## config.mk

```make
export PLATFORM = sky130hd
export DESIGN_NAME = tick_wavegen
export DESIGN_NICKNAME = d
export VERILOG_FILES = /design/src/rtl/generator_pkg.sv /design/src/rtl/wave_shaper.sv /design/src/rtl/tick_wavegen.sv
export SDC_FILE = /design/constraint.sdc
export NUM_CORES = 1
export LEC_CHECK = 0
export ABC_AREA = 1
export CAP_MARGIN = 10
export CORE_MARGIN = 2
export CORE_UTILIZATION = 50
export DETAILED_ROUTE_END_ITERATION = 8
export GPL_TIMING_DRIVEN = 1
export HOLD_SLACK_MARGIN = 0.06
export PLACE_DENSITY = 0.86
export SETUP_SLACK_MARGIN = 0.05
export SYNTH_ARGS = -nofsm -noshare
export SYNTH_HDL_FRONTEND = slang
export SYNTH_SLANG_ARGS = --single-unit
export TNS_END_PERCENT = 30
```

## constraint.sdc

```tcl
create_clock -name clk -period 1.7 [get_ports clk]
set_input_delay 0.17 -clock clk [delete_from_list [all_inputs] [get_ports clk]]
set_output_delay 0.17 -clock clk [all_outputs]
set_load 0.02 [all_outputs]
```

## src/rtl/generator_pkg.sv

```systemverilog
// Shared encodings for the tick-driven waveform generator.
package generator_pkg;

    // Waveform select codes; code 3 is reserved and behaves as saw.
    localparam logic [1:0] WAVE_SAW = 2'd0;
    localparam logic [1:0] WAVE_TRI = 2'd1;
    localparam logic [1:0] WAVE_SQR = 2'd2;

    // Triangle slope direction.
    typedef enum logic {
        DIR_UP   = 1'b0,
        DIR_DOWN = 1'b1
    } dir_e;

endpackage : generator_pkg

```

## src/rtl/wave_shaper.sv

```systemverilog
// Combinational next-state / sample mapping for one accepted tick.
// All registers live in tick_wavegen; this block only computes the step.
module wave_shaper
    import generator_pkg::*;
#(
    parameter int WIDTH = 8,
    parameter int STEP  = 1
) (
    input  logic [1:0]       sel,
    input  logic [WIDTH-1:0] phase,
    input  dir_e             dir,
    output logic [WIDTH-1:0] phase_next,
    output dir_e             dir_next,
    output logic [WIDTH-1:0] sample_next,
    output logic             period_done_next
);

    localparam logic [WIDTH-1:0] STEP_N = WIDTH'(STEP);
    localparam logic [WIDTH:0]   STEP_W = {1'b0, STEP_N};
    localparam logic [WIDTH-1:0] MAX_N  = {WIDTH{1'b1}};
    localparam logic [WIDTH:0]   MAX_W  = {1'b0, MAX_N};

    // One extra bit so the saw carry and the triangle clamp are both visible.
    logic [WIDTH:0] sum;
    assign sum = {1'b0, phase} + STEP_W;

    // Saw/square advance modulo 2^WIDTH; triangle saturates at MAX and 0.
    always_comb begin
        phase_next       = sum[WIDTH-1:0];
        dir_next         = dir;
        sample_next      = sum[WIDTH-1:0];
        period_done_next = sum[WIDTH];
        if (sel == WAVE_TRI) begin
            period_done_next = 1'b0;
            if (dir == DIR_UP) begin
                if (sum >= MAX_W) begin
                    phase_next = MAX_N;
                    dir_next   = DIR_DOWN;
                end
            end else begin
                if ({1'b0, phase} <= STEP_W) begin
                    phase_next       = '0;
                    dir_next         = DIR_UP;
                    period_done_next = 1'b1;
                end else begin
                    phase_next = phase - STEP_N;
                end
            end
            sample_next = phase_next;
        end else if (sel == WAVE_SQR) begin
            sample_next = {WIDTH{sum[WIDTH-1]}};
        end
    end

endmodule : wave_shaper

```

## src/rtl/tick_wavegen.sv

```systemverilog
// Tick-driven waveform generator: saw, triangle and square outputs that
// advance one step per accepted tick (tick & enable).
module tick_wavegen
    import generator_pkg::*;
#(
    parameter int WIDTH = 8,
    parameter int STEP  = 1
) (
    input  logic             clk,
    input  logic             rst,
    input  logic             tick,
    input  logic             enable,
    input  logic [1:0]       wave_sel,
    output logic [WIDTH-1:0] sample,
    output logic             sample_valid,
    output logic             period_done
);

    logic [WIDTH-1:0] phase_reg;
    dir_e             dir_reg;
    logic [1:0]       sel_reg;
    logic [WIDTH-1:0] sample_reg;
    logic             sample_valid_reg;
    logic             period_done_reg;

    logic [WIDTH-1:0] phase_next;
    dir_e             dir_next;
    logic [WIDTH-1:0] sample_next;
    logic             period_done_next;

    logic accepted;
    assign accepted = tick & enable;

    wave_shaper #(
        .WIDTH (WIDTH),
        .STEP  (STEP)
    ) u_shaper (
        .sel              (sel_reg),
        .phase            (phase_reg),
        .dir              (dir_reg),
        .phase_next       (phase_next),
        .dir_next         (dir_next),
        .sample_next      (sample_next),
        .period_done_next (period_done_next)
    );

    // State update: a select change restarts the waveform, otherwise step it.
    always_ff @(posedge clk) begin
        if (rst) begin
            phase_reg        <= '0;
            dir_reg          <= DIR_UP;
            sel_reg          <= WAVE_SAW;
            sample_reg       <= '0;
            sample_valid_reg <= 1'b0;
            period_done_reg  <= 1'b0;
        end else begin
            sample_valid_reg <= 1'b0;
            period_done_reg  <= 1'b0;
            if (accepted) begin
                sample_valid_reg <= 1'b1;
                if (wave_sel != sel_reg) begin
                    sel_reg    <= wave_sel;
                    phase_reg  <= '0;
                    dir_reg    <= DIR_UP;
                    sample_reg <= '0;
                end else begin
                    phase_reg       <= phase_next;
                    dir_reg         <= dir_next;
                    sample_reg      <= sample_next;
                    period_done_reg <= period_done_next;
                end
            end
        end
    end

    assign sample       = sample_reg;
    assign sample_valid = sample_valid_reg;
    assign period_done  = period_done_reg;

endmodule : tick_wavegen
```

* Word level (Yosys, flattened, before mapping)
Index checks and enable logic that the tools add are counted. Widths: inputs -> output; s select.
Storage, ports and cells: bits in registers 21, latch bits 0, bits in writable memories 0, bits in read-only memories 0, input port bits 6, memories 0
Cells by class: add/sub/neg operators 2, $mul 0, div/mod/pow operators 0, $lt $le $gt $ge 2, equal/unequal tests 3, shift operators 0, muxes and demuxes 17, bitwise operators 2, reduce and logical (&&, ||, !) cells 4
Operator list (number):
- $mux 8 | 7
- $add 8x1->9 const B | 1
- $ge 9x8->1 const B | 1
- $mux 1 | 9
- $le 8x1->1 const B | 1
- $sub 8x1->8 const B | 1
- $mux 7 | 1
- $reduce_and 2->1 | 2
- $reduce_or 3->1 | 1
- $eq 2x1->1 const B | 1
- $eq 2x2->1 const B | 1
- $ne 2x2->1 | 1
- $reduce_bool 2->1 | 1
- $and 1x1->1 | 1
- $not 1->1 | 1

* Depth between registers and ports, before layout
depth in word-level cells 6, depth in mapped cells 15, gate-level depth less buffers 14

* Modules after synthesis
From an unflattened synthesis, not the netlist that was laid out.
Second synthesis, totals: cells, all modules 250, area total of the unflattened synthesis 1577.8 µm²
Modules (own cells, without submodules):
- tick_wavegen | instances 1, cells an instance 97, area an instance 803.3 µm²
- wave_shaper | instances 1, cells an instance 153, area an instance 774.5 µm²

* Least setup slack after synthesis
Ideal clock, no wire load.
kind reg-to-reg, start register phase_reg[0], end register phase_reg[7], library setup time 0.066 ns, arrival 1.637 ns, required time 1.634 ns, path slack -0.003 ns, cell stages (with the launch flop) 15, path buffers 0, path through dfxtp_1 > inv_2 > ha_1 > inv_1 > nor2_1 > nand3_1 > nor2_1 > nand3_1 > nand2_1 > inv_2 > nand2_1 > nand2_1 > nand2_1 > nand2_1 > a21oi_2
Between the ends: longest elaborated chain between the ends 6
RTL lines:
- start: declaration | line tick_wavegen.sv:19 | logic [WIDTH-1:0] phase_reg;
- start signal: assignment | line tick_wavegen.sv:67 | phase_reg <= phase_next;
- $add 8x1->9 | line wave_shaper.sv:25 | assign sum = {1'b0, phase} + STEP_W;
- $ge 9x8->1 | line wave_shaper.sv:36 | if (sum >= MAX_W) begin
- $mux 8 | line wave_shaper.sv:36
- $mux 8 | line wave_shaper.sv:35 | if (dir == DIR_UP) begin
- $mux 8 * | line wave_shaper.sv:33 | if (sel == WAVE_TRI) begin
- $mux 8 * | line tick_wavegen.sv:61 | if (wave_sel != sel_reg) begin
Every way passes the cells marked *; elsewhere a longest branch is shown, timed or not. A chain may end at the register's enable or synchronous reset.

* Final worst setup path
start register phase_reg[0], end register sample_reg[5], in the netlist sample[5]
Between the ends: longest elaborated chain between the ends 6
RTL lines:
- $add 8x1->9 | line wave_shaper.sv:25
- $ge 9x8->1 | line wave_shaper.sv:36
- $mux 8 | line wave_shaper.sv:36
- $mux 8 | line wave_shaper.sv:35
- $mux 8 * | line wave_shaper.sv:33
- $mux 8 * | line tick_wavegen.sv:61
- end signal: assignment | line tick_wavegen.sv:69 | sample_reg <= sample_next;
- end: declaration | line tick_wavegen.sv:22 | logic [WIDTH-1:0] sample_reg;
Marks and branches as above.

==> impl_results.html <==
<table>
<tr><th>Metric</th><th>Value</th></tr>
<tr><th colspan="2">Pwr</th></tr>
<tr><td>Internal power contribution</td><td>812 uW</td></tr>
<tr><td>Leak pwr</td><td>0.000863 uW</td></tr>
<tr><td>Sequential cell fraction of total power</td><td>0.432</td></tr>
<tr><td>Worst supply voltage drop on vdd</td><td>687 uV</td></tr>
<tr><td>Net Switching</td><td>310 uW</td></tr>
<tr><td>Switching portion of total power</td><td>0.276</td></tr>
<tr><td>Relative contribution of the clock network to total power</td><td>0.366</td></tr>
<tr><td>Power density cells</td><td>506 mW/mm^2</td></tr>
<tr><td>Comb power frac</td><td>0.202</td></tr>
<tr><th colspan="2">Critical path</th></tr>
<tr><td>Type of element launching the critical path</td><td>register</td></tr>
<tr><td>Critical path's largest stage delay</td><td>0.42 ns</td></tr>
<tr><td>Type of element capturing the critical path</td><td>register</td></tr>
<tr><td>FF-to-FF Start</td><td>phase_reg[0]</td></tr>
<tr><td>Most frequent cell on the critical path</td><td>nand3_2</td></tr>
<tr><td>Cell type of the slowest stage on the worst timing path</td><td>dfxtp_4</td></tr>
<tr><td>Critical path arrival</td><td>2.02 ns</td></tr>
<tr><td>Worst EP required</td><td>1.92 ns</td></tr>
<tr><td>Cell-by-cell listing of the critical path</td><td>inv_4, buf_6, nor2_4, nand3_2, nand2_4, nor2_4, nand3_2, nand2_2, nor2_4, nand3_2, nand3_2, a21oi_1</td></tr>
<tr><td>Critical path class</td><td>register to register</td></tr>
<tr><td>Critical-path maximum fanout</td><td>6</td></tr>
<tr><td>Critical Path Source</td><td>phase_reg[0]</td></tr>
<tr><th colspan="2">Clocking</th></tr>
<tr><td>Clk Tree Root Cell</td><td>clkbuf_4</td></tr>
<tr><td>CTS Buf Count</td><td>3</td></tr>
<tr><td>Max Buffers Root-to-Sink</td><td>2</td></tr>
<tr><td>CTS hold repair buffers</td><td>0</td></tr>
<tr><td>Clock tree from TritonCTS</td><td>done</td></tr>
<tr><td>Skew-Pair Late Insertion Delay</td><td>0.32 ns</td></tr>
<tr><td>CTS HTree Levels</td><td>1</td></tr>
<tr><td>Sinks on the clock net</td><td>20</td></tr>
<tr><td>CTS clk-pin slew, worst paths</td><td>0.13 ns</td></tr>
<tr><th colspan="2">Global route</th></tr>
<tr><td>Remaining global-route overflow</td><td>0</td></tr>
<tr><td>GR Util All Layers</td><td>0.286</td></tr>
<tr><td>Antenna violations before repair</td><td>0</td></tr>
<tr><td>Via count of the first global-routing pass</td><td>1,759</td></tr>
<tr><td>Wire length of the first global-routing pass</td><td>7540 um</td></tr>
<tr><td>Largest net degree at the start of global routing</td><td>22</td></tr>
<tr><th colspan="2">Logic synthesis</th></tr>
<tr><td>Number of distinct standard cells referenced by the synthesized netlist</td><td>31</td></tr>
<tr><td>Netlist area before placement</td><td>0.00148 mm^2</td></tr>
<tr><td>Average cell area after synthesis</td><td>6.29 um^2</td></tr>
<tr><td>Synth Flop Type</td><td>dfxtp_1</td></tr>
<tr><td>Post-synth EDFFs</td><td>0</td></tr>
<tr><td>Synthesized Nets</td><td>245</td></tr>
<tr><td>Sequential area share after synthesis</td><td>0.271</td></tr>
<tr><td>Fraction of registers with async set or reset after synthesis</td><td>0</td></tr>
<tr><td>Warnings from Yosys</td><td>0</td></tr>
<tr><td>FF+latch count, synth</td><td>20</td></tr>
<tr><td>Cell count after synthesis</td><td>235</td></tr>
<tr><th colspan="2">Route</th></tr>
<tr><td>Routed wire length per instance</td><td>15.7 um</td></tr>
<tr><td>Number of violations reported at the end of detailed-routing iteration 0</td><td>116</td></tr>
<tr><td>Sum of routed wire length over all layers</td><td>4930 um</td></tr>
<tr><td>Residual antenna-violating net count after detailed routing</td><td>0</td></tr>
<tr><td>Pre-antenna DRT Iters</td><td>4</td></tr>
<tr><td>Vias per cell</td><td>5.78</td></tr>
<tr><td>Via Count</td><td>1,822</td></tr>
<tr><td>Residual DRC count</td><td>0</td></tr>
<tr><th colspan="2">Cells and area</th></tr>
<tr><td>Sequential standard cell area</td><td>410 um^2</td></tr>
<tr><td>Ratio of cells with drive above 1 in the final layout</td><td>0.405</td></tr>
<tr><td>Final cell utilization of the core</td><td>0.797</td></tr>
<tr><td>Number of standard cells in the final layout excluding fillers</td><td>315</td></tr>
<tr><td>Area of combinational cells with multiple inputs</td><td>0.00114 mm^2</td></tr>
<tr><td>Fin nets</td><td>295</td></tr>
<tr><td>Area added between synthesis and finish</td><td>49.9%</td></tr>
<tr><td>Number of antenna diodes</td><td>0</td></tr>
<tr><td>Count of filler cells inserted in the layout</td><td>181</td></tr>
<tr><td>Largest register FFs</td><td>8</td></tr>
<tr><th colspan="2">Floorplan</th></tr>
<tr><td>Die extent in y</td><td>58.4 um</td></tr>
<tr><td>Cell Rows</td><td>19</td></tr>
<tr><td>Horizontal die dimension</td><td>58.4 um</td></tr>
<tr><td>I/O pin count</td><td>16</td></tr>
<tr><td>Die area</td><td>0.00341 mm^2</td></tr>
<tr><td>Core footprint</td><td>0.00278 mm^2</td></tr>
<tr><td>Starting density of the core</td><td>0.532</td></tr>
<tr><th colspan="2">Timing</th></tr>
<tr><td>Final Max Tran Viols</td><td>0</td></tr>
<tr><td>Setup violators final</td><td>15</td></tr>
<tr><td>Unrepaired setup endpoints after global routing</td><td>yes</td></tr>
<tr><td>Final worst path period share</td><td>1.06</td></tr>
<tr><td>Fin Clk Skew</td><td>0.00397 ns</td></tr>
<tr><td>Transition time at the pin with the least slew margin</td><td>0.399 ns</td></tr>
<tr><td>Number of hold violations in the final report</td><td>0</td></tr>
<tr><td>Minimum clock period</td><td>1.80 ns</td></tr>
<tr><td>Max transition margin</td><td>0.733</td></tr>
<tr><td>Final sum of negative setup slack</td><td>-1.03 ns</td></tr>
<tr><td>Worst Setup Slack, final</td><td>-0.101 ns</td></tr>
<tr><td>Hold slack final</td><td>0.475 ns</td></tr>
<tr><td>Highest attainable clock frequency</td><td>555 MHz</td></tr>
<tr><th colspan="2">Hold path</th></tr>
<tr><td>Classification of the worst-slack hold path</td><td>register to register</td></tr>
<tr><td>Hold wc startpoint</td><td>sample[4]</td></tr>
<tr><th colspan="2">Placement</th></tr>
<tr><td>PortBufs</td><td>15</td></tr>
<tr><td>Global placer's final weighted congestion</td><td>0.938</td></tr>
<tr><td>Pre-CTS setup slack</td><td>-0.155 ns</td></tr>
<tr><td>Post-placement cell count</td><td>306</td></tr>
<tr><td>Placed wire-length estimate after detailed placement</td><td>3160 um</td></tr>
<tr><th colspan="2">Status</th></tr>
<tr><td>Violations in the final reports</td><td>negative setup slack</td></tr>
<tr><td>Status</td><td>finished, violations left</td></tr>
<tr><th colspan="2">Flow run</th></tr>
<tr><td>Maximum Capacitance Violations</td><td>0</td></tr>
</table>
## stage by stage
stage	power, uW	area [um^2]
detailed placement	680	1870
floorplan	605	1480
finish	1120	2220
CTS	1100	2080
global route	1170	2220
global placement	678	1870
## final timing paths
check | endpoint | slack [ns] | cells after the start
worst max-delay path | sample[5] | -0.10 | 12
worst min-delay path | sample[4] | 0.48 | 2
worst max register to register | sample[5] | -0.10 | 12
worst min register to register | sample[4] | 0.48 | 2
## metal layers
layer | vias to the layer above | wire length [um] | GRT usage
li1 | 869 | - | -
met3 | 18 | 363 | 0.0484
met4 | 0 | 131 | 0.120
met1 | 842 | 1940 | 0.338
met2 | 93 | 2490 | 0.509
met5 | - | 0 | 0
## layout by cell type (no fill, tap or decap), drive strengths merged
cell type      synthesis  final
a2111oi                1      1
a211oi                 2      2
a21oi                 30     30
a31oi                  1      1
buf                    8     40
bufinv                 0      1
clkbuf                 2      3
clkdlybuf4s50          0     15
dfxtp                 20     20
ha                     4      4
inv                   27     27
nand2                 53     53
nand3                 35     35
nand3b                 1      1
nand4                  1      1
nor2                  31     31
nor3                   2      2
o21ai                 12     12
o21bai                 1      1
or2                    2      2
xnor2                  1      1
xor2                   1      1
## Yosys cell counts (all sizes together) (2+ instances only)
cell / instances / area share
or2: 2 / 0.0085
clkbuf: 2 / 0.0051
nor3: 2 / 0.010
ha: 4 / 0.034
dfxtp: 20 / 0.27
a211oi: 2 / 0.010
inv: 27 / 0.069
a21oi: 30 / 0.10
nand2: 53 / 0.14
o21ai: 12 / 0.043
nand3: 35 / 0.12
nor2: 31 / 0.096
buf: 8 / 0.047
## power groups by stage
stage | sequential (uW) | clock [uW] | combinational (uW)
after floorplan | 501 | 0 | 104
after global placement | 496 | 0 | 182
after detailed placement | 496 | 0 | 184
after CTS | 485 | 409 | 202
after global routing | 486 | 434 | 245
final | 485 | 410 | 227
## cells by family (layout without fill, tap and decap cells)
group	after synthesis	in the layout	synth area share
DFF	20	20	0.271
adders and majority gates	4	4	0.0338
xor gates and xnor gates	2	2	0.0118
and+or+nand+nor	125	125	0.387
buffers and inverters	37	86	0.120
AOI/OAI and AO/OA	47	47	0.177
## timing repair
action	4_1_cts	5_1_grt
endpoints found under the setup margin	16	17
pin swaps	18	16
gates resized for setup	36	34
setup buffers	5	0
endpoints found under the hold margin	0	0
## cell type report
type                            count  area share
Multi-Input combinational cell    178       0.514
Timing Repair Buffer               55       0.212
Sequential cell                    20       0.185
Inverter                           27      0.0480
Tap cell                           31      0.0175
Clock inverter                      1      0.0135
Clock buffer                        3      0.0102
## worst max-delay path: cells and delay by family, from the launching register on
kind / cells / cell delay (ns)
and+or+nand+nor: 9 / 1.07
DFF: 1 / 0.42
buffers and inverters: 2 / 0.16
AOI/OAI and AO/OA: 1 / 0.06
Power figures use the tool's default switching activity.
